<file path="src/rtl/mips_pkg.sv">
// Shared definitions for the EX-stage multiply/divide unit:
// op codes, FSM state encodings and the iteration count.
package mips_pkg;

  localparam int unsigned MDU_XLEN = 32;
  localparam int unsigned MDU_ITER = MDU_XLEN;

  typedef enum logic [2:0] {
    MDU_MULT  = 3'd0,
    MDU_MULTU = 3'd1,
    MDU_DIV   = 3'd2,
    MDU_DIVU  = 3'd3,
    MDU_MTHI  = 3'd4,
    MDU_MTLO  = 3'd5
  } mdu_op_e;

  typedef enum logic [1:0] {
    MDU_IDLE = 2'd0,
    MDU_RUN  = 2'd1,
    MDU_FIX  = 2'd2
  } mdu_state_e;

endpackage

</file>
<file path="src/rtl/mdu_divstep.sv">
// One restoring-division step: shifts the next dividend bit into the
// partial remainder and subtracts the divisor when it fits.
module mdu_divstep #(
  parameter int unsigned WIDTH = 32
) (
  input  logic [WIDTH-1:0] rem_i,
  input  logic [WIDTH-1:0] quot_i,
  input  logic [WIDTH-1:0] dvsr_i,
  output logic [WIDTH-1:0] rem_o,
  output logic [WIDTH-1:0] quot_o
);

  logic [WIDTH:0] shifted;
  logic           ge;

  // Trial subtraction; the shifted remainder may need one extra bit.
  always_comb begin
    shifted = {rem_i, quot_i[WIDTH-1]};
    ge      = (shifted >= {1'b0, dvsr_i});
    rem_o   = ge ? (shifted[WIDTH-1:0] - dvsr_i) : shifted[WIDTH-1:0];
    quot_o  = {quot_i[WIDTH-2:0], ge};
  end

endmodule

</file>
<file path="src/rtl/mdu_hilo.sv">
// Iterative multiply/divide unit owning the HI/LO registers.
// Operates on magnitudes and applies signs in a final FIX cycle.
// Optional macro MDU_EARLY_OUT_EN: multiply ends as soon as the
// remaining multiplier is zero (divide stays full length).
module mdu_hilo
  import mips_pkg::*;
#(
  parameter int unsigned WIDTH = MDU_XLEN
) (
  input  logic             clk,
  input  logic             rst_n,
  input  logic             start,
  input  logic [2:0]       op,
  input  logic [WIDTH-1:0] a,
  input  logic [WIDTH-1:0] b,
  input  logic             flush,
  output logic             busy,
  output logic             done,
  output logic [WIDTH-1:0] hi,
  output logic [WIDTH-1:0] lo
);

  localparam int unsigned   CW       = $clog2(WIDTH + 1);
  localparam logic [CW-1:0] CNT_LAST = CW'(WIDTH - 1);

  mdu_state_e           state_q, state_d;
  logic [2*WIDTH-1:0]   prod_q, prod_d;
  logic [2*WIDTH-1:0]   mcand_q, mcand_d;
  logic [WIDTH-1:0]     mplier_q, mplier_d;
  logic [WIDTH-1:0]     rem_q, rem_d;
  logic [WIDTH-1:0]     quot_q, quot_d;
  logic [WIDTH-1:0]     dvsr_q, dvsr_d;
  logic [WIDTH-1:0]     hi_q, hi_d;
  logic [WIDTH-1:0]     lo_q, lo_d;
  logic [CW-1:0]        cnt_q, cnt_d;
  logic                 is_div_q, is_div_d;
  logic                 neg_res_q, neg_res_d;
  logic                 neg_rem_q, neg_rem_d;
  logic                 divz_q, divz_d;
  logic                 done_q, done_d;

  logic [WIDTH-1:0]     step_rem, step_quot;
  logic [WIDTH-1:0]     a_mag, b_mag;
  logic [2*WIDTH-1:0]   prod_fix;
  logic                 op_signed, op_arith, op_div;
  logic                 last_iter, mul_skip;

  mdu_divstep #(.WIDTH(WIDTH)) u_divstep (
    .rem_i  (rem_q),
    .quot_i (quot_q),
    .dvsr_i (dvsr_q),
    .rem_o  (step_rem),
    .quot_o (step_quot)
  );

  // Operand decode and magnitude capture for signed ops.
  always_comb begin
    op_signed = (op == MDU_MULT) || (op == MDU_DIV);
    op_div    = (op == MDU_DIV)  || (op == MDU_DIVU);
    op_arith  = op_div || (op == MDU_MULT) || (op == MDU_MULTU);
    a_mag     = (op_signed && a[WIDTH-1]) ? -a : a;
    b_mag     = (op_signed && b[WIDTH-1]) ? -b : b;
    last_iter = (cnt_q == CNT_LAST);
    prod_fix  = neg_res_q ? -prod_q : prod_q;
  end

`ifdef MDU_EARLY_OUT_EN
  assign mul_skip = (mplier_q == '0);
`else
  assign mul_skip = 1'b0;
`endif

  // Next-state and datapath update for the IDLE/RUN/FIX sequence.
  always_comb begin
    state_d   = state_q;
    prod_d    = prod_q;
    mcand_d   = mcand_q;
    mplier_d  = mplier_q;
    rem_d     = rem_q;
    quot_d    = quot_q;
    dvsr_d    = dvsr_q;
    hi_d      = hi_q;
    lo_d      = lo_q;
    cnt_d     = cnt_q;
    is_div_d  = is_div_q;
    neg_res_d = neg_res_q;
    neg_rem_d = neg_rem_q;
    divz_d    = divz_q;
    done_d    = 1'b0;

    unique case (state_q)
      MDU_IDLE: begin
        if (start) begin
          if (op_arith) begin
            prod_d    = '0;
            mcand_d   = {{WIDTH{1'b0}}, a_mag};
            mplier_d  = b_mag;
            rem_d     = '0;
            quot_d    = a_mag;
            dvsr_d    = b_mag;
            cnt_d     = '0;
            is_div_d  = op_div;
            neg_res_d = op_signed && (a[WIDTH-1] ^ b[WIDTH-1]);
            neg_rem_d = op_signed && a[WIDTH-1];
            divz_d    = (b == '0);
            state_d   = MDU_RUN;
          end else if (op == MDU_MTHI) begin
            hi_d = a;
          end else if (op == MDU_MTLO) begin
            lo_d = a;
          end
        end
      end

      MDU_RUN: begin
        if (flush) begin
          state_d = MDU_IDLE;
        end else if (is_div_q) begin
          rem_d  = step_rem;
          quot_d = step_quot;
          cnt_d  = cnt_q + CW'(1);
          if (last_iter) state_d = MDU_FIX;
        end else if (mul_skip) begin
          state_d = MDU_FIX;
        end else begin
          if (mplier_q[0]) prod_d = prod_q + mcand_q;
          mcand_d  = mcand_q << 1;
          mplier_d = mplier_q >> 1;
          cnt_d    = cnt_q + CW'(1);
          if (last_iter) state_d = MDU_FIX;
        end
      end

      MDU_FIX: begin
        state_d = MDU_IDLE;
        if (!flush) begin
          if (is_div_q) begin
            hi_d = neg_rem_q ? -rem_q : rem_q;
            // Divide by zero reports an all-ones quotient regardless of sign;
            // the remainder path already reproduces the raw dividend.
            lo_d = divz_q ? '1 : (neg_res_q ? -quot_q : quot_q);
          end else begin
            {hi_d, lo_d} = prod_fix;
          end
          done_d = 1'b1;
        end
      end

      default: state_d = MDU_IDLE;
    endcase
  end

  // State and datapath registers; reset abandons any operation.
  always_ff @(posedge clk or negedge rst_n) begin
    if (!rst_n) begin
      state_q   <= MDU_IDLE;
      prod_q    <= '0;
      mcand_q   <= '0;
      mplier_q  <= '0;
      rem_q     <= '0;
      quot_q    <= '0;
      dvsr_q    <= '0;
      hi_q      <= '0;
      lo_q      <= '0;
      cnt_q     <= '0;
      is_div_q  <= 1'b0;
      neg_res_q <= 1'b0;
      neg_rem_q <= 1'b0;
      divz_q    <= 1'b0;
      done_q    <= 1'b0;
    end else begin
      state_q   <= state_d;
      prod_q    <= prod_d;
      mcand_q   <= mcand_d;
      mplier_q  <= mplier_d;
      rem_q     <= rem_d;
      quot_q    <= quot_d;
      dvsr_q    <= dvsr_d;
      hi_q      <= hi_d;
      lo_q      <= lo_d;
      cnt_q     <= cnt_d;
      is_div_q  <= is_div_d;
      neg_res_q <= neg_res_d;
      neg_rem_q <= neg_rem_d;
      divz_q    <= divz_d;
      done_q    <= done_d;
    end
  end

  assign busy = (state_q != MDU_IDLE);
  assign done = done_q;
  assign hi   = hi_q;
  assign lo   = lo_q;

endmodule

</file>
<file path="config.mk">
export PLATFORM = sky130hd
export DESIGN_NAME = mdu_hilo
export DESIGN_NICKNAME = d
export VERILOG_FILES = /design/src/rtl/mips_pkg.sv /design/src/rtl/mdu_divstep.sv /design/src/rtl/mdu_hilo.sv
export SDC_FILE = /design/constraint.sdc
export NUM_CORES = 1
export LEC_CHECK = 0
export BUFFER_PORTS_ARGS = -buffer_cell sky130_fd_sc_hd__buf_2
export CORE_MARGIN = 3
export CORE_UTILIZATION = 45
export DETAILED_ROUTE_END_ITERATION = 7
export GPL_TIMING_DRIVEN = 0
export SYNTH_ARGS = -nofsm -noshare
export SYNTH_HDL_FRONTEND = slang
export SYNTH_SLANG_ARGS = --single-unit
</file>
<file path="constraint.sdc">
create_clock -name clk -period 4.5 [get_ports clk]
set_input_delay 0.9 -clock clk [delete_from_list [all_inputs] [get_ports clk]]
set_output_delay 0.9 -clock clk [all_outputs]
set_load 0.01 [all_outputs]
</file>
==> metrics.md <==
| Metric | Value |
|---|---|
| Cell accounting for the most synthesized area | sky130_fd_sc_hd__dfrtp_1 |
| Worst reg2reg path startpoint | state_q[0] |
| Die footprint | 54300 um^2 |
| Synthesis-to-finish area growth | 13.3% |
| Layout filler cell count | 4937 |
| Post-Layout Cell Count | 3720 |
| Instance count of the mapped netlist | 2834 |
| Reg2reg end | mcand_q[30] |
| Remaining global-route overflow | 0 |
| Synthesis warning total | 0 |
| # DRC | 0 |
| MaxCap Viol Count | 2 |
| Worst Hold Class | primary input to asynchronous set/reset pin |
| Placement-stage worst setup slack | -421 ps |
| Sequential element share of the synthesized area | 0.359 |
| Top flip-flop cell by instance count after synthesis | sky130_fd_sc_hd__dfrtp_1 |
| Avg Inst Size Synth | 8.18 um^2 |
| CTS clk-pin slew, worst paths | 60 ps |
| Via total after detailed routing | 23000 |
| Crit path time final | 4230 ps |
| Post-Route Skew | 22.6 ps |
| Final setup violation count | 0 |
| Slew @ Worst Pin | 1590 ps |
| Multi-input logic area | 14000 um^2 |
| Number of enable-type register cells in the synthesized netlist | 0 |
| Storage cell area | 8330 um^2 |
| Port bufs | 136 |
| Number of endpoints with negative hold slack in the final report | 0 |
| Chip Width | 233 um |
| Maximum fanout along the worst path | 10 |
| Cell with the largest stage delay on the worst path | sky130_fd_sc_hd__clkbuf_1 |
| Number of global-route vias before repair | 21800 |
| Critical path buffer and inverter count | 3 |
| Die extent in y | 233 um |
| Placed wire-length estimate after detailed placement | 70700 um |
| Synth area leaders | sky130_fd_sc_hd__dfrtp_1 36%, sky130_fd_sc_hd__o21ai_0 7.4%, sky130_fd_sc_hd__nand2_1 7.0% |
| Ordered list of cells on the worst path | nor3b_1 > a21oi_1 > nor2_1 > o21ai_1 > nor2_2 > or2_2 > clkbuf_1 > clkbuf_1 > clkbuf_1 > a31oi_1 |
| Number of levels the H-tree was split into | 2 |
| TritonCTS clock tree | yes |
| Power per standard cell area | 659 nW/um^2 |
| Relative max-transition margin | -0.0691 |
| Final weighted congestion of routability-driven global placement | 0.994 |
| Layout net count | 3190 |
| Tightest hold margin | 248 ps |
| Most common cell in the synthesized netlist | sky130_fd_sc_hd__nand2_1 |
| Final worst-path setup slack | 272 ps |
| DR pass1 iterations | 6 |
| Average detailed-routed wire length per instance | 24.1 um |
| Maximum operating frequency | 0.237 GHz |
| Diodes inserted | 0 |
| Longest Clk Path Bufs | 3 |
| Result of the run | complete, but fails checks |
| Effective utilization at floorplan | 0.459 |
| Core ar. | 50500 um^2 |
| FF+latch count, synth | 333 |
| Number of buffers inserted during clock tree synthesis | 41 |
| Antenna viol nets, final | 0 |
| Fraction of registers with async set/reset | 1.00 |
| Fraction of final layout cells with drive strength greater than 1 | 0.0804 |
| Routed wire length | 89800 um |
| Nets in the synthesized netlist | 3008 |
| Most repeated library cell on the critical path | sky130_fd_sc_hd__clkbuf_1 |
| TritonCTS sink count | 333 |
| Reg2reg path depth | 10 |
| Path type of the worst setup path | register to register |
| Post-synth cell types | 81 |
| Worst path required time | 4910 ps |
| Cell at the root of the clock tree | sky130_fd_sc_hd__clkbuf_16 |
| Stage delay of the slowest cell on the critical path | 760 ps |
| Critical path endpoint category | register |
| Finished Core Util | 0.520 |
| Fraction of the cycle the final worst path needs | 0.940 |
| Per-cell via count in the routed design | 6.17 |
| Worst setup slack for register-to-register paths | 270 ps |
| Critical Path Start Type | register |
| Maximum number of pins on one net before global-route repair | 105 |
| Total routing resource utilization after global routing | 0.328 |
| First DRT Iteration DRCs | 2371 |
| Placement Rows | 82 |
| Final number of max-transition violations | 6 |
| CTS Hold Buffers Added | 0 |
| PnR Total Power | 17300 uW |
| Post-Synthesis Cell Area | 23200 um^2 |
| Unrepaired setup endpoints after global routing | false |
| Arrival time of the worst setup path | 4640 ps |
| Post-placement cell count | 3645 |
| Violated checks | max-capacitance violations, max-slew violations |
| Ports placed on the boundary | 137 |
| Largest vdd supply drop | 0.336 mV |
| LEAKAGE | 0.0116 uW |
| Kind of cell adding the most delay to the critical path | simple AND/OR/NAND/NOR gates |
| Global-route wire length before repair | 135000 um |
| Skew-Pair Late Insertion Delay | 590 ps |
| Fraction of post-synthesis cell area in the top cell type by area | 0.359 |
| Synth cell count leaders | 430 x sky130_fd_sc_hd__nand2_1, 344 x sky130_fd_sc_hd__o21ai_0, 333 x sky130_fd_sc_hd__dfrtp_1 |
| Initial antenna violation count | 4 |
layout by cell type (no fill, tap or decap), types with 8 or more instances in the layout:
master / count
sky130_fd_sc_hd__a32oi_1: 12
sky130_fd_sc_hd__clkbuf_16: 43
sky130_fd_sc_hd__nor2b_1: 13
sky130_fd_sc_hd__o211ai_1: 22
sky130_fd_sc_hd__a21oi_1: 228
sky130_fd_sc_hd__xnor2_1: 144
sky130_fd_sc_hd__nor2_1: 200
sky130_fd_sc_hd__clkinv_2: 8
sky130_fd_sc_hd__nand2b_1: 27
sky130_fd_sc_hd__inv_1: 75
sky130_fd_sc_hd__o31ai_1: 48
sky130_fd_sc_hd__ha_1: 101
sky130_fd_sc_hd__or3_1: 32
sky130_fd_sc_hd__o221ai_1: 44
sky130_fd_sc_hd__a21o_1: 67
sky130_fd_sc_hd__nand2_1: 430
sky130_fd_sc_hd__or2_2: 12
sky130_fd_sc_hd__o21bai_1: 18
sky130_fd_sc_hd__nor4_1: 15
sky130_fd_sc_hd__nor3_1: 28
sky130_fd_sc_hd__o21a_1: 10
sky130_fd_sc_hd__a31oi_1: 52
sky130_fd_sc_hd__and2_1: 20
sky130_fd_sc_hd__o41ai_1: 17
sky130_fd_sc_hd__o21ai_1: 15
sky130_fd_sc_hd__and3_1: 19
sky130_fd_sc_hd__mux2i_1: 21
sky130_fd_sc_hd__clkbuf_1: 152
sky130_fd_sc_hd__or4_1: 30
sky130_fd_sc_hd__dfrtp_1: 333
sky130_fd_sc_hd__buf_1: 8
sky130_fd_sc_hd__a22oi_1: 23
sky130_fd_sc_hd__nand3_1: 37
sky130_fd_sc_hd__a211oi_1: 8
sky130_fd_sc_hd__buf_2: 138
sky130_fd_sc_hd__xor2_1: 113
sky130_fd_sc_hd__o21ai_0: 343
sky130_fd_sc_hd__nand4_1: 25
power breakdown:
part | internal (uW) | switching [uW]
Sequential | 4010 | 1100
Combinational | 3030 | 5510
Clock | 2250 | 1400
final cells by class:
cell class	instances	area share
Timing Repair Buffer	139	0.0294
Clock buffer	57	0.0452
Clock inverter	18	0.0104
Sequential cell	333	0.317
Inverter	75	0.0107
Tap cell	672	0.0320
Multi-Input combinational cell	2270	0.532
Buffer	156	0.0227
cell families (layout without fill, tap and decap cells):
group / after synthesis / after routing / share of synthesized area
simple gates: 922 / 922 / 0.183
compound gates: 967 / 967 / 0.257
xor+xnor: 257 / 257 / 0.0971
flops: 333 / 333 / 0.359
fa+ha+maj: 103 / 103 / 0.0562
buf+inv: 231 / 445 / 0.0379
mux: 21 / 21 / 0.00907
per-stage QoR:
| stage | setup TNS, ps | cell area [um^2] |
|---|---|---|
| after global routing | 0 | 26300 |
| after CTS | 0 | 26300 |
| final | 0 | 26300 |
| after detailed placement | -13620 | 24800 |
| after floorplan | 0 | 23200 |
| after global placement | -1345030 | 24700 |
flip-flops by register name (all words and copies together) (netlist names), 2 cells and up:
signal    count
mcand_q      64
prod_q       64
dvsr_q       32
hi           32
lo           32
mplier_q     32
quot_q       32
rem_q        32
cnt_q         6
state_q       2
worst reg2reg max path, stage by stage, from the launching register on:
cell and delay [ps]:
sky130_fd_sc_hd__dfrtp_1 430, sky130_fd_sc_hd__nor3b_1 220, sky130_fd_sc_hd__a21oi_1 60, sky130_fd_sc_hd__nor2_1 440, sky130_fd_sc_hd__o21ai_1 200, sky130_fd_sc_hd__nor2_2 700
sky130_fd_sc_hd__or2_2 240, sky130_fd_sc_hd__clkbuf_1 120, sky130_fd_sc_hd__clkbuf_1 760, sky130_fd_sc_hd__clkbuf_1 700, sky130_fd_sc_hd__a31oi_1 190
what timing repair did:
action                     CTS  global route
setup endpoints to repair    0            76
hold endpoints to repair     0             0
gates resized for setup      0             3
buffers inserted             0             0
worst max-delay path by stage:
stage | from | to | depth (start not counted)
after CTS | state_q[0] | mcand_q[30] | 10
final | state_q[0] | mcand_q[30] | 10
after floorplan | b[10] | mplier_q[30] | 10
after global routing | state_q[0] | mplier_q[27] | 10
after detailed placement | op[2] | mplier_q[0] | 11
after global placement | rst_n | mcand_q[50] | 1
layer usage:
metal / share of wire / track usage
met1: 0.43 / 0.442
met2: 0.44 / 0.515
met3: 0.074 / 0.0537
met4: 0.054 / 0.151
met5: 0.00051 / 0
(Power assumes the default switching activity.)
